File: src/rtl/system_stack_unit_pkg.sv
// Shared processor constants for the data stack: widths and the 2-bit
// stack operation encoding used by decode, SP-update logic and the stack unit.
package system_stack_unit_pkg;

  localparam int SP_W   = 7;
  localparam int DATA_W = 16;

  localparam logic [1:0] STACK_OP_NOP  = 2'b00;
  localparam logic [1:0] STACK_OP_PUSH = 2'b01;
  localparam logic [1:0] STACK_OP_POP  = 2'b10;

endpackage

File: src/rtl/system_stack_unit_ram.sv
// Single-port synchronous stack RAM with write enable and a registered read
// port. The read register only loads on a read so it holds the last popped word.
module system_stack_unit_ram
  import system_stack_unit_pkg::*;
#(
  parameter int DATA_W_P = DATA_W,
  parameter int ADDR_W_P = SP_W
) (
  input  logic                clk,
  input  logic                rst_n,
  input  logic                we,
  input  logic                re,
  input  logic [ADDR_W_P-1:0] addr,
  input  logic [DATA_W_P-1:0] wdata,
  output logic [DATA_W_P-1:0] rdata
);

  logic [DATA_W_P-1:0] mem [0:(1<<ADDR_W_P)-1];

  // Array write; contents are intentionally not reset.
  always_ff @(posedge clk) begin
    if (we) begin
      mem[addr] <= wdata;
    end
  end

  // Registered read data; loads only on a read so it holds between pops.
  always_ff @(posedge clk or negedge rst_n) begin
    if (!rst_n) begin
      rdata <= '0;
    end else if (re) begin
      rdata <= mem[addr];
    end
  end

endmodule

File: src/rtl/system_stack_unit.sv
// Hardware data stack: stack-pointer register, overflow/underflow guards,
// sticky error flags and the one-cycle pop result pipeline.
// Ops are issued one per cycle with no handshake: stack_op_i is acted on at
// every rising edge, and pop_valid_o is a one-cycle pulse qualifying
// pop_data_o with no back-pressure from the consumer.
module system_stack_unit
  import system_stack_unit_pkg::*;
#(
  parameter int DATA_W = system_stack_unit_pkg::DATA_W,
  parameter int SP_W   = system_stack_unit_pkg::SP_W
) (
  input  logic              system1000,
  input  logic              system1000_rstn,
  input  logic [1:0]        stack_op_i,
  input  logic [DATA_W-1:0] push_data_i,
  input  logic              clr_i,
  output logic [SP_W-1:0]   sp_o,
  output logic [DATA_W-1:0] pop_data_o,
  output logic              pop_valid_o,
  output logic              empty_o,
  output logic              full_o,
  output logic              ovf_o,
  output logic              udf_o
);

  logic [SP_W-1:0] sp;
  logic [SP_W-1:0] sp_next;
  logic [SP_W-1:0] ram_addr;
  logic            is_push;
  logic            is_pop;
  logic            do_push;
  logic            do_pop;
  logic            full;
  logic            empty;

  assign full  = (sp == {SP_W{1'b1}});
  assign empty = (sp == '0);

  // Decode the op and apply the full/empty guards; clear discards the op.
  always_comb begin
    is_push = !clr_i && (stack_op_i == STACK_OP_PUSH);
    is_pop  = !clr_i && (stack_op_i == STACK_OP_POP);
    do_push = is_push && !full;
    do_pop  = is_pop && !empty;
  end

  // Next stack pointer and RAM address: pop reads the top at sp-1, push writes sp.
  always_comb begin
    sp_next  = sp;
    ram_addr = sp;
    if (clr_i) begin
      sp_next = '0;
    end else if (do_push) begin
      sp_next = sp + SP_W'(1);
    end else if (do_pop) begin
      sp_next  = sp - SP_W'(1);
      ram_addr = sp - SP_W'(1);
    end
  end

  // Stack pointer, sticky overflow/underflow flags and pop-valid pulse.
  always_ff @(posedge system1000 or negedge system1000_rstn) begin
    if (!system1000_rstn) begin
      sp          <= '0;
      ovf_o       <= 1'b0;
      udf_o       <= 1'b0;
      pop_valid_o <= 1'b0;
    end else begin
      sp          <= sp_next;
      pop_valid_o <= do_pop;
      if (clr_i) begin
        ovf_o <= 1'b0;
        udf_o <= 1'b0;
      end else begin
        if (is_push && full) ovf_o <= 1'b1;
        if (is_pop && empty) udf_o <= 1'b1;
      end
    end
  end

  system_stack_unit_ram #(
    .DATA_W_P(DATA_W),
    .ADDR_W_P(SP_W)
  ) u_ram (
    .clk   (system1000),
    .rst_n (system1000_rstn),
    .we    (do_push),
    .re    (do_pop),
    .addr  (ram_addr),
    .wdata (push_data_i),
    .rdata (pop_data_o)
  );

  assign sp_o    = sp;
  assign empty_o = empty;
  assign full_o  = full;

endmodule

File: config.mk
export PLATFORM = sky130hd
export DESIGN_NAME = system_stack_unit
export DESIGN_NICKNAME = d
export VERILOG_FILES = /design/src/rtl/system_stack_unit_pkg.sv /design/src/rtl/system_stack_unit_ram.sv /design/src/rtl/system_stack_unit.sv
export SDC_FILE = /design/constraint.sdc
export NUM_CORES = 2
export LEC_CHECK = 0
export ABC_AREA = 1
export ABC_CLOCK_PERIOD_IN_PS = 4600
export CAP_MARGIN = 10
export CORE_MARGIN = 4
export CORE_UTILIZATION = 55
export DETAILED_ROUTE_END_ITERATION = 12
export PLACE_DENSITY_LB_ADDON = 0.15
export SETUP_SLACK_MARGIN = 0.02
export SYNTH_ARGS = -nofsm -noshare
export SYNTH_HDL_FRONTEND = slang
export SYNTH_SLANG_ARGS = --single-unit
export TNS_END_PERCENT = 10
File: constraint.sdc
create_clock -name system1000 -period 4.6 [get_ports system1000]
set_input_delay 1.15 -clock system1000 [delete_from_list [all_inputs] [get_ports system1000]]
set_output_delay 1.15 -clock system1000 [all_outputs]
set_load 0.01 [all_outputs]
Yosys cells after proc, flatten, opt, wreduce, memory -nomap -nowiden
Memories as Yosys holds them, arrays and structs flattened. A register that Yosys moved wholly into a read port is not among the register bits.
Index checks and enable logic that the tools add are counted.
W data, S select, Z words.
Cells by class
  $add $sub $neg: 2
  multipliers: 0
  divide/modulo/power cells: 0
  magnitude comparators: 0
  equality and inequality tests: 3
  shift-type cells: 0
  mux-type cells: 11
  bitwise operators: 0
  reduce and logical (&&, ||, !) cells: 13
Operators with widths (count)
  $mux W7: 5
  $add A7 B1 Y7 const B: 1
  $eq A7 B7 Y1 const B: 1
  $logic_not A7 Y1: 1
  $sub A7 B1 Y7 const B: 1
  $logic_and A1 B1 Y1: 6
  $mux W1: 6
  $logic_not A1 Y1: 4
  $reduce_bool A2 Y1: 2
  $eq A2 B1 Y1 const B: 1
  $eq A2 B2 Y1 const B: 1
Storage, ports and cells
  flip-flop bits (word level): 10
  bits in latches: 0
  memory bits (writable): 2048
  bits in read-only memories: 0
  input bits: 21
  output and inout bits: 28
  word-level logic and storage cells: 34
  memories: 1
Memories
  u_ram.mem: depth 128, bits a word 16, read ports 1, clocked after Yosys merged registers in 1, wr ports 1, RTL line system_stack_unit_ram.sv:18  | logic [DATA_W_P-1:0] mem [0:(1<<ADDR_W_P)-1];

Depth between registers and ports, before layout
  depth in word-level cells: 6
  gate-level depth with buffers: 23
  gate-level depth less buffers: 20

By module
A second synthesis with hierarchy kept.
Unflattened totals
  cells, all modules: 8341
  area total of the unflattened synthesis: 86822.0 sq um
By module, submodules not included
  system_stack_unit_ram: times used 1, cells each 8214, area each 85921.2 sq um, seq. area each 61899.4 sq um
  system_stack_unit: times used 1, cells each 127, area each 900.9 sq um, seq. area each 250.2 sq um

Worst setup path before layout
Ideal clock, no wire load.
  path kind: input -> register
  from: input port stack_op_i[0]
  to: memory u_ram.mem[110][0] (netlist name) (enable)
  library setup time: 388 ps
  arrival time: 3412 ps
  data required time: 4212 ps
  slack: 800 ps
  stages: 12
  path buffers: 3
  cells stage by stage: inv_1 nand2_1 nor2_4 nand2_4 nand2_1 nand2_2 nor2_2 buf_2 buf_2 nand2_1 clkbuf_1 nor2_1
On the way
  cells in the longest elaborated chain, start to end: 6
  elaborated cells between the ends (all ways): 11
  those cells by class: eq/ne (2); mux (5); reduce/logical (4)
Ends and longest elaborated chain
  from (decl): RTL line system_stack_unit.sv:14  | input logic [1:0] stack_op_i,
  $eq A2 B2 Y1: RTL line system_stack_unit.sv:42  | is_pop = !clr_i && (stack_op_i == STACK_OP_POP);
  $logic_and A1 B1 Y1: RTL line system_stack_unit.sv:42
  $logic_and A1 B1 Y1: RTL line system_stack_unit.sv:44  | do_pop = is_pop && !empty;
  $mux W7
  $mux W7: RTL line system_stack_unit.sv:53  | end else if (do_push) begin
  $mux W7: RTL line system_stack_unit.sv:51  | if (clr_i) begin
  to (decl): RTL line system_stack_unit_ram.sv:18
Parallel ways exist; a longest one is shown, timed or not.

Final worst setup path
  from: register sp[0], in the netlist sp_o[0]
  to: output port full_o
On the way
  cells in the longest elaborated chain, start to end: 1
Ends and longest elaborated chain
  from (decl): RTL line system_stack_unit.sv:26  | logic [SP_W-1:0] sp;
  from (signal assigned): RTL line system_stack_unit.sv:69  | sp <= sp_next;
  $eq A7 B7 Y1: RTL line system_stack_unit.sv:36  | assign full = (sp == {SP_W{1'b1}});
  to (decl): RTL line system_stack_unit.sv:21  | output logic full_o,
Every way passes these cells.

==> results.md <==
* Final Cycle Share at 87.9%
* Sw Ratio at 27.3%
* Finish-stage setup viols at 0
* Net Count, Synth at 7919
* Status: finished clean
* Ys async rst share at 1.25%
* Synth Instances at 7896
* Starting Density at 55.3%
* Synth unique cells at 37
* Internal Power at 31.7 mW
* Final hold violations at 0
* Hold WC Path Type: input port to async pin
* Vias/cell at 5.59
* Clock transition at the registers of the reported paths at 0.06 ns
* Row count at 144
* Setup CP Type: flip-flop to primary output
* Flop pwr share at 48.4%
* Via count at 58500
* Peak supply drop at 0.000390 V
* Required @ worst endpoint at 3.45 ns
* Clk pwr share at 36.9%
* Max Root-Sink Buffers at 3
* Max frequency at 247 MHz
* Post-synthesis average cell area at 10.8 µm²
* Layout fillers at 11800
* RSZ-0062 raised after global routing: false
* Crit-path max cell delay at 0.53 ns
* Post-route cell area at 0.0979 mm²
* P&R area growth vs syn at 14.8%
* NetSw at 11.9 mW
* Post-Route Skew at 0.0392 ns
* Mapped Area at 0.0852 mm²
* CTS Sinks at 2074
* Fin nets at 8262
* IO Port Bufs at 48
* DRC viols at 0
* Hold_buf cts at 0
* Share of layout cells above drive strength 1 at 9.51%
* Post-DRT Antenna Nets at 0
* Critical Path Fanout Max at 6
* DP HPWL at 150 mm
* Leading cell types in the layout, fill and taps excluded: nand2_1, edfxtp_1, nor2_1, buf_4, clkbuf_16
* CP endpoint kind: primary output
* Max_cap viols at 0
* Post-layout min period at 4.04 ns
* Overflow after GRT at 0
* Commonest non-fill, non-tap cell in the layout: nand2_1
* Core Area at 0.154 mm²
* Placed inst area at 0.0915 mm²
* Final core utilization at 63.5%
* Ys flop type: edfxtp_1
* Final std cells w/o fill at 10500
* Worst-skew pair later-pin latency at 0.86 ns
* Rel. slew slack at 21.9%
* Seq cells post-synth at 2074
* Worst-margin pin slew at 1.17 ns
* Pwr per Cell Area at 445 mW/mm²
* Pin count of the biggest net entering global routing at 129
* DRT iter0 DRCs at 7045
* Setup repair bufs after CTS at 0
* Root Buffer: clkbuf_16
* Die height at 402 µm
* Vias in the first global route at 54800
* Leakage at 39.1 nW
* TritonCTS clock tree: yes
* Die width at 402 µm
* Detailed Route WL at 246 mm
* H-tree depth at 4
* GRT Total Usage at 30.3%
* Avg WL per Cell at 23.6 µm
* Global-route wire length before repair at 362 mm
* Pre-Repair DR Iteration Count at 6
* Sequential area share after synthesis at 72.9%
* CP max stage cell: clkdlybuf4s50_1
* Post-synth EDFFs at 2048
* Post-CTS sizing at 0
* Gpl congestion at 0.922
* Ports at 49
* Worst-path cell chain: buf_4, ha_1, nand3_1, nor3_1, nand2_1, inv_1, clkdlybuf4s50_1
* Num CTS Buffers at 206
* Synth warn at 0
* Logic pwr share at 14.7%
* Die area at 0.161 mm²
* Fin. max-slew vios at 0
* Startpoint Class: flip-flop
* Initial antenna violation count at 7
* Worst path arrival time at 2.89 ns
* Cell Count Post-Placement at 10100
[cell families after synthesis]
| logic type | after synthesis | share of synthesized area [%] |
|---|---|---|
| adders and majority gates | 2 | 0.0294 |
| AOI/OAI and AO/OA | 143 | 0.872 |
| and+or+nand+nor | 5243 | 23.7 |
| DFF | 2074 | 72.9 |
| xor gates and xnor gates | 6 | 0.0617 |
| buffers and inverters | 428 | 2.44 |
[registers in the layout, summed over array words and instances, names as in the netlist]
| name | cells |
|---|---|
| u_ram.mem | 2048 |
| u_ram.rdata | 16 |
| sp_o | 7 |
| ovf_o | 1 |
| pop_valid_o | 1 |
| udf_o | 1 |
[through the flow]
step           setup slack [ns]  power (mW)  TNS [ns]  hold WS (ns)
2_1_floorplan             0.800        24.6         0         0.549
3_3_place_gp            -0.0690        27.7    -0.193         0.518
3_5_place_dp            -0.0865        27.7    -0.185         0.520
4_1_cts                   0.507        43.6         0         0.366
5_1_grt                   0.404        45.0         0         0.410
6_report                  0.556        43.5         0         0.399
[power groups by stage]
stage                     Sequential (mW)  Clock (mW)  Combinational (mW)
after floorplan                      21.3           0                3.27
after global placement               21.4           0                6.26
after detailed placement             21.4           0                6.31
after CTS                            21.0        16.2                6.35
after global routing                 21.0        17.0                6.91
final                                21.1        16.1                6.41
[critical path: cells and delay by family (launching register included)]
family                     cells  cell delay (ns)
buffers and inverters          3             0.80
and+or+nand+nor                3             0.68
DFF                            1             0.36
adders and majority gates      1             0.20
[area by class of cell]
class	count	area [µm²]	share of cell area, %
Antenna cell	5	12.5	0.0128
Clock buffer	256	5360	5.48
Clock inverter	119	1030	1.05
Inverter	43	171	0.175
Multi-Input combinational cell	5394	21000	21.5
Sequential cell	2074	62100	63.5
Tap cell	2044	2560	2.61
Timing Repair Buffer	520	5540	5.66
[metal layers]
metal	vias to the layer above	GRT usage, %	part of all wire, %
met2	3046	46.3	45
li1	26800	-	-
met4	0	10.3	3.4
met1	28200	43.6	40
met5	-	0	0
met3	457	6.42	11
[synthesized netlist by cell type, types with 6 or more instances]
cell	n	area [µm²]
buf_2	267	1340
inv_2	10	37.5
o21ai_1	37	185
clkbuf_1	71	267
nor2_4	6	67.6
nor2_1	367	1380
nand3_1	107	536
inv_1	28	105
nand2_1	4647	17400
dfrtp_1	26	651
nand4_1	84	526
buf_1	14	52.6
edfxtp_1	2048	61500
and2_0	11	68.8
o21ai_0	96	480
and2_1	6	37.5
buf_4	29	218
[path summary, 6_finish.rpt]
check | start | endpoint | slack (ns) | cells after the start
worst max-delay path | sp_o[0] | full_o | 0.56 | 7
worst min-delay path | system1000_rstn | pop_valid_o | 0.40 | 1
min in group system1000 | udf_o | udf_o | 0.53 | 2
worst max register to register | sp_o[0] | u_ram.rdata[13] | 0.62 | 21
worst min register to register | udf_o | udf_o | 0.53 | 2
max in group asynchronous | system1000_rstn | u_ram.rdata[13] | 3.61 | 1
(Power assumes the default switching activity.)
